$ cat src/rtl/fetch_unit_pkg.sv
// ---------------------------------------------------------------------------
// fetch_unit_pkg -- shared core definitions
//
// Purpose : types and constants shared by the fetch unit and the opcode
//           decoder: fetch FSM state encoding, the canonical NOP word,
//           the sequential pc step, and the 7-bit major opcode values.
// Ports   : none (package).
// ---------------------------------------------------------------------------
package fetch_unit_pkg;

    typedef enum logic [1:0] {
        ST_IDLE  = 2'd0,
        ST_FETCH = 2'd1,
        ST_HOLD  = 2'd2
    } fetch_state_e;

    // addi x0, x0, 0
    localparam logic [31:0] NOP_INST = 32'h0000_0013;
    localparam logic [31:0] PC_STEP  = 32'd4;

    // Major opcodes, inst[6:0]
    localparam logic [6:0] OP_LOAD   = 7'b000_0011;
    localparam logic [6:0] OP_IMM    = 7'b001_0011;
    localparam logic [6:0] OP_AUIPC  = 7'b001_0111;
    localparam logic [6:0] OP_STORE  = 7'b010_0011;
    localparam logic [6:0] OP_REG    = 7'b011_0011;
    localparam logic [6:0] OP_LUI    = 7'b011_0111;
    localparam logic [6:0] OP_BRANCH = 7'b110_0011;
    localparam logic [6:0] OP_JALR   = 7'b110_0111;
    localparam logic [6:0] OP_JAL    = 7'b110_1111;
    localparam logic [6:0] OP_SYSTEM = 7'b111_0011;

    // Force an address onto a word boundary.
    function automatic logic [31:0] word_align(input logic [31:0] addr);
        return {addr[31:2], 2'b00};
    endfunction

endpackage

$ cat src/rtl/fetch_unit.sv
// ---------------------------------------------------------------------------
// fetch_unit -- single-outstanding instruction fetch stage
//
// Purpose : issues one word fetch at a time, registers the returned word,
//           holds it until decode accepts it, and handles redirects from
//           execute, including dropping the data of a fetch that was already
//           in flight when the redirect arrived.
// Ports   :
//   clk, rst                 clock, asynchronous active-high reset
//   imem_req / imem_addr     fetch request and word address (held until ack)
//   imem_ack / imem_rdata    one-cycle completion strobe and its data
//   redirect / redirect_pc   one-cycle jump/branch target from execute
//   dec_ready                decode accepts the held instruction
//   inst_valid/inst/inst_pc  held instruction and its address
//   op                       inst[6:0] for the opcode decoder
// ---------------------------------------------------------------------------
module fetch_unit
    import fetch_unit_pkg::*;
#(
    parameter logic [31:0] RESET_PC = 32'h0000_0000
) (
    input  logic        clk,
    input  logic        rst,
    output logic        imem_req,
    output logic [31:0] imem_addr,
    input  logic        imem_ack,
    input  logic [31:0] imem_rdata,
    input  logic        redirect,
    input  logic [31:0] redirect_pc,
    input  logic        dec_ready,
    output logic        inst_valid,
    output logic [31:0] inst,
    output logic [31:0] inst_pc,
    output logic [6:0]  op
);

    fetch_state_e state_q, state_d;
    logic [31:0]  pc_q, pc_d;
    logic         kill_q, kill_d;
    // Address of the request still in flight when kill is set; pc_q has
    // already moved on to the redirect target by then.
    logic [31:0]  kill_addr_q, kill_addr_d;
    logic [31:0]  inst_q, inst_d;
    logic [31:0]  inst_pc_q, inst_pc_d;

    // NOTE: state registers use non-blocking assignments so every flop
    // samples the pre-edge value of every other flop.
    always_ff @(posedge clk or posedge rst) begin
        if (rst) begin
            state_q     <= ST_IDLE;
            pc_q        <= RESET_PC;
            kill_q      <= 1'b0;
            kill_addr_q <= '0;
            inst_q      <= NOP_INST;
            inst_pc_q   <= '0;
        end else begin
            state_q     <= state_d;
            pc_q        <= pc_d;
            kill_q      <= kill_d;
            kill_addr_q <= kill_addr_d;
            inst_q      <= inst_d;
            inst_pc_q   <= inst_pc_d;
        end
    end

    // NOTE: every signal written here gets a hold-value default first, so no
    // path through the case statement can infer a latch.
    always_comb begin
        state_d     = state_q;
        pc_d        = pc_q;
        kill_d      = kill_q;
        kill_addr_d = kill_addr_q;
        inst_d      = inst_q;
        inst_pc_d   = inst_pc_q;

        unique case (state_q)
            ST_IDLE: begin
                // Redirects are ignored here; pc is already RESET_PC.
                state_d = ST_FETCH;
            end

            ST_FETCH: begin
                if (imem_ack) begin
                    // The outstanding fetch completes; kill is spent either way.
                    kill_d = 1'b0;
                    if (redirect) begin
                        pc_d = word_align(redirect_pc);
                    end else if (!kill_q) begin
                        inst_d    = imem_rdata;
                        inst_pc_d = pc_q;
                        state_d   = ST_HOLD;
                    end
                end else if (redirect) begin
                    // Keep presenting the in-flight address until its ack;
                    // only the first redirect captures it, later ones just
                    // retarget pc.
                    pc_d   = word_align(redirect_pc);
                    kill_d = 1'b1;
                    if (!kill_q) begin
                        kill_addr_d = pc_q;
                    end
                end
            end

            ST_HOLD: begin
                if (redirect) begin
                    pc_d    = word_align(redirect_pc);
                    state_d = ST_FETCH;
                end else if (dec_ready) begin
                    pc_d    = inst_pc_q + PC_STEP;
                    state_d = ST_FETCH;
                end
            end

            default: begin
                state_d = ST_IDLE;
            end
        endcase
    end

    assign imem_req   = (state_q == ST_FETCH);
    assign imem_addr  = kill_q ? kill_addr_q : pc_q;
    assign inst_valid = (state_q == ST_HOLD);
    assign inst       = inst_q;
    assign inst_pc    = inst_pc_q;
    assign op         = inst_q[6:0];

endmodule

$ cat config.mk
export PLATFORM = sky130hd
export DESIGN_NAME = fetch_unit
export DESIGN_NICKNAME = d
export VERILOG_FILES = /design/src/rtl/fetch_unit_pkg.sv /design/src/rtl/fetch_unit.sv
export SDC_FILE = /design/constraint.sdc
export NUM_CORES = 1
export LEC_CHECK = 0
export ABC_AREA = 1
export BUFFER_PORTS_ARGS = -buffer_cell sky130_fd_sc_hd__buf_2
export CAP_MARGIN = 20
export CELL_PAD_IN_SITES_DETAIL_PLACEMENT = 0
export CELL_PAD_IN_SITES_GLOBAL_PLACEMENT = 1
export CORE_ASPECT_RATIO = 1.5
export CORE_UTILIZATION = 38
export DETAILED_ROUTE_END_ITERATION = 7
export MAX_ROUTING_LAYER = met4
export PLACE_DENSITY_LB_ADDON = 0.25
export SLEW_MARGIN = 0
export SYNTH_ARGS = -nofsm -noshare
export SYNTH_HDL_FRONTEND = slang
export SYNTH_SLANG_ARGS = --single-unit
$ cat constraint.sdc
create_clock -name clk -period 6.31 [get_ports clk]
set_input_delay 1.262 -clock clk [delete_from_list [all_inputs] [get_ports clk]]
set_output_delay 1.262 -clock clk [all_outputs]
set_load 0.01 [all_outputs]
Word-level counts from Yosys, hierarchy flattened:

Cells that the tools add are included.

* register bits: 131
* input bits: 69
* output and inout bits: 105
* word-level logic and storage cells: 38

* add/subtract/negate cells: 1
* equality and inequality tests: 7
* muxes and demuxes: 13
* bitwise logic cells: 3
* reduce and logical (&&, ||, !) cells: 8

Operators by type and width (count)
* 32-bit two-way mux: 4
* 32-bit one-hot mux with 2 select lines: 1
* 32-bit by 3-bit adder with 32-bit output (second input constant): 1
* 2-bit two-way mux: 5
* 4-bit AND reduction: 2
* 2-bit one-hot mux with 3 select lines: 1
* 3-bit AND reduction: 2
* 2-bit by 1-bit inequality test with 1-bit output (second input constant): 2
* 2-bit inequality test (second input constant): 2
* 2-bit nonzero test: 2
* 3-bit inequality test (second input constant): 1
* 1-bit inverter: 3
* 2-bit by 1-bit == test with 1-bit output (second input constant): 1
* 2-bit == test (second input constant): 1
* 2-bit zero test: 1
* 1-bit two-way mux: 2
* 2-bit AND reduction: 1

Longest topological paths before layout:

* depth after elaboration: 4
* mapped depth: 10
* depth with buffers taken out: 10

Worst setup path before layout:

No wires, ideal clock.

* path kind: register -> output
* start point: reg kill_q
* end point: out imem_addr[10]
* arrival: 1.058 ns
* data required time: 5.048 ns
* path slack: 3.990 ns
* stages on the path, launching flop included: 4
* path buffers: 2
* cells stage by stage: dfrtp_1 -> clkbuf_1 -> clkbuf_1 -> o21ai_0

* cells in the longest elaborated chain, start to end: 1

RTL lines
* from (decl): line fetch_unit.sv:39 `logic kill_q, kill_d;`
* from (signal assigned): line fetch_unit.sv:59 `kill_q <= kill_d;`
* 32-bit two-way mux
* to (decl): line fetch_unit.sv:25 `output logic [31:0] imem_addr,`

No other way between the ends.

Final worst setup path:

* start point: reg kill_q
* end point: out imem_addr[15]

The elaborated chain is that of the path after synthesis.

==> key figures <==
Outcome
  – Run status: finished, final reports clean

Yosys
  – Average cell area after synthesis: 8.10 sq um
  – Post-synth top area share: 49.5%
  – Combined area of all synthesized cells: 0.00647 sq mm
  – Post-Synthesis Cells: 799
  – Flop and latch count out of synthesis: 131
  – Synth Net Count: 869
  – Largest area contributor in the synthesized netlist: dfrtp_1
  – Post-synthesis sequential area ratio: 50.7%
  – Synthesis warning total: 0
  – Cell variety after synth: 30
  – Top cells by area, synth: dfrtp_1 49%, nand2_1 17%, mux2_1 5.6%

Placed design
  – Post-DP HPWL: 12.8 mm
  – Post-placement setup slack: ~3200 ps
  – Routability congestion estimate from global placement: 0.854
  – Number of input and output port buffers inserted: approximately 170
  – Dpl cells: between 1000 and 1500

STA
  – Worst clock skew: 9.01 ps
  – Post-layout minimum cycle time: between 3000 and 4000 ps
  – Final WS setup: 3020 ps
  – Setup_tns: 0 ps
  – Final hold viol count: 0
  – Period utilisation layout: 52.2%
  – RSZ-0062 raised after global routing: no
  – Pins Over Slew Limit: 0
  – Worst hold margin: around 470 ps
  – Maximum clock frequency: 0.304 GHz
  – Max-Slew Margin vs Limit: 35.1%
  – Tightest Pin Transition: 974 ps
  – Final-report setup violation count: 0

Setup path
  – Data required time at the worst endpoint: 5050 ps
  – Worst-path fanout max: 66
  – Chain of cells forming the critical path: o21ai_0, buf_2
  – Critical Path Sink Type: output pin
  – Kind of critical path: reg2out
  – Cell at the slowest stage of the critical path: dfrtp_2
  – Crit path launch type: flip-flop
  – Worst EP arrival: 2030 ps
  – Max incr delay on CP: 990 ps

Floorplan
  – Standard-cell row count: 58
  – Die Height: roughly 160 um
  – Placeable core region: between 0.015 and 0.02 sq mm
  – DIE AREA: 0.0176 sq mm
  – Die outline width: 109 um
  – Initial core utilization: 38.8%
  – Top-level port count: about 170

Finish
  – Filler Cells Inserted: ~1700
  – Ant. Diodes: 0
  – Fraction of layout cells with a size suffix above 1: 24.0%
  – Final nets: a little over 1000
  – Synthesis-to-finish area growth: 24.1%
  – Non-filler instance count after layout: around 1200
  – Area used by multi-input combinational logic: 0.00272 sq mm
  – Area taken by flip-flops and latches: 0.00328 sq mm

Routing
  – Post-detailed-route count of antenna-violating nets: 0
  – Wire length reported by the detailed router: 18.4 mm
  – DRC violations left: 0
  – Drt via density: 4.81
  – DRC marker count from the first detailed-route iteration: 314
  – Router iterations before antenna repair: 6
  – Via count: roughly 5700
  – Routed len/inst: 15.6 um

GRT
  – Largest net degree at the start of global routing: 74
  – Wire length of the first global-routing pass: just under 30 mm
  – Via count of the first global-routing pass: 5433
  – Gr usage total: between 20 and 25%
  – Initial antenna violation count: 0
  – Sum of overflow across all layers after global routing: 0

Clocking
  – Total of cells resized after clock tree synthesis: 0
  – CTS Buf Count: 17
  – Clock tree root buffer cell: clkbuf_16
  – H-tree Lvls: 4
  – Clk_lat worst skew: 420 ps
  – Number of buffers inserted to repair setup after CTS: 0
  – Clock-pin slew of the registers on the worst-case setup and hold paths: around 60 ps
  – Worst-case clock buffer depth: 2
  – Number of hold buffers added after cts: 0
  – Clock sink count: 131
  – Clock tree from TritonCTS: yes

Pwr
  – Pwr Density: 489 mW/mm^2
  – Peak supply drop: 0.000254 V
  – Static power due to leakage: 0.00399 uW

Hold path
  – HP Class: reg2reg

Job
  – Max-capacitance violation count: 0
[flip-flops by register name, summed over array words and instances, names as in the netlist]
signal / flops
inst: 32
inst_pc: 32
kill_addr_q: 32
kill_q: 1
pc_q: 32
state_q: 2
[metal layers]
layer	part of all wire, %	routed length, um	track usage, %
met5	0	0	-
met4	3.0	544	9.83
met3	5.0	919	4.61
met2	52	9480	39.3
met1	40	7450	25.5
[cells by family (layout without fill, tap and decap cells)]
group	Yosys count	in the layout	share of synthesized area, %
AND/OR/NAND/NOR	400	400	24.9
flip-flops	131	131	50.7
AO/OA/AOI/OAI	125	125	10.7
buffers and inverters	106	273	7.35
multiplexers	32	32	5.57
XOR/XNOR	4	4	0.541
adder cells (fa/ha/maj)	1	1	0.193
[metrics by stage]
step | total power, uW | utilization [%] | instance area, sq um
2_1_floorplan | 2340 | - | 6470
3_3_place_gp | 2890 | 44.4 | 7410
3_5_place_dp | 2920 | 44.4 | 7410
4_1_cts | 3990 | 48.1 | 8030
5_1_grt | 4230 | 48.1 | 8030
6_report | 3930 | 48.1 | 8030
[area by class of cell]
class	instances	share of cell area, %
flip-flops and latches	131	40.9
multi-input cells	562	33.9
repair buffers	176	11.1
clock buffers	19	5.64
well taps	210	3.27
inverters	65	3.07
clock inverters	13	2.16
[power breakdown]
group | switching (uW) | total [uW] | internal, uW
Sequential | 333 | 1550 | 1210
Clock | 396 | 1050 | 650
Combinational | 802 | 1330 | 531
Total | 1530 | 3930 | 2400
[placed cells by master (no fill, tap or decap), drive strengths merged]
| cell | instances |
|---|---|
| o22ai | 1 |
| inv | 69 |
| a31oi | 2 |
| clkbuf | 19 |
| o21bai | 3 |
| a21oi | 15 |
| nor2 | 59 |
| dfstp | 3 |
| bufinv | 3 |
| clkinv | 4 |
| nand2 | 302 |
| xnor2 | 4 |
| a22oi | 5 |
| buf | 176 |
| mux2 | 32 |
| o211ai | 1 |
| dfrtp | 128 |
| and2 | 1 |
| ha | 1 |
| clkinvlp | 2 |
| o21ai | 82 |
| or2 | 2 |
| o21a | 16 |
| nand3 | 36 |
[synthesized netlist by cell type]
master and count:
nand2_1 299, dfrtp_1 128, inv_1 60, o21ai_0 56, nor2_1 50, nand3_1 35
mux2_1 32, o21ai_1 26, buf_2 20, o21a_1 16, a21oi_1 15, buf_4 10
clkbuf_1 9, a22oi_1 5, inv_2 5, nor2_4 5, nor2_2 4, xnor2_1 4
dfstp_2 3, nand2_2 3, o21bai_1 3, a31oi_1 2, buf_6 2, and2_1 1
ha_1 1, nand3_2 1, o211ai_1 1, o22ai_1 1, or2_0 1, or2_2 1
[worst max-delay path, delay by kind of cell, from the launching register on]
family          cells  cell delay, ps
flops               1             990
buf+inv             1             230
compound gates      1             370
[worst paths after layout]
| kind | from | end | slack [ps] | depth (start not counted) |
|---|---|---|---|---|
| min in group asynchronous | rst | inst_pc[26]$_DFFE_PP0P_ | 1060 | 2 |
| hold reg to reg | kill_addr_q[20]$_DFFE_PP0P_ | kill_addr_q[20]$_DFFE_PP0P_ | 470 | 2 |
| setup / recovery | kill_q$_DFFE_PP0P_ | imem_addr[15] | 3020 | 2 |
| max in group asynchronous | rst | pc_q[28]$_DFFE_PP0P_ | 3920 | 3 |
| hold / removal | kill_addr_q[20]$_DFFE_PP0P_ | kill_addr_q[20]$_DFFE_PP0P_ | 470 | 2 |
| setup reg to reg | kill_q$_DFFE_PP0P_ | inst[2]$_DFFE_PP0P_ | 3510 | 4 |
No activity file was read; power rests on OpenSTA's default activity.
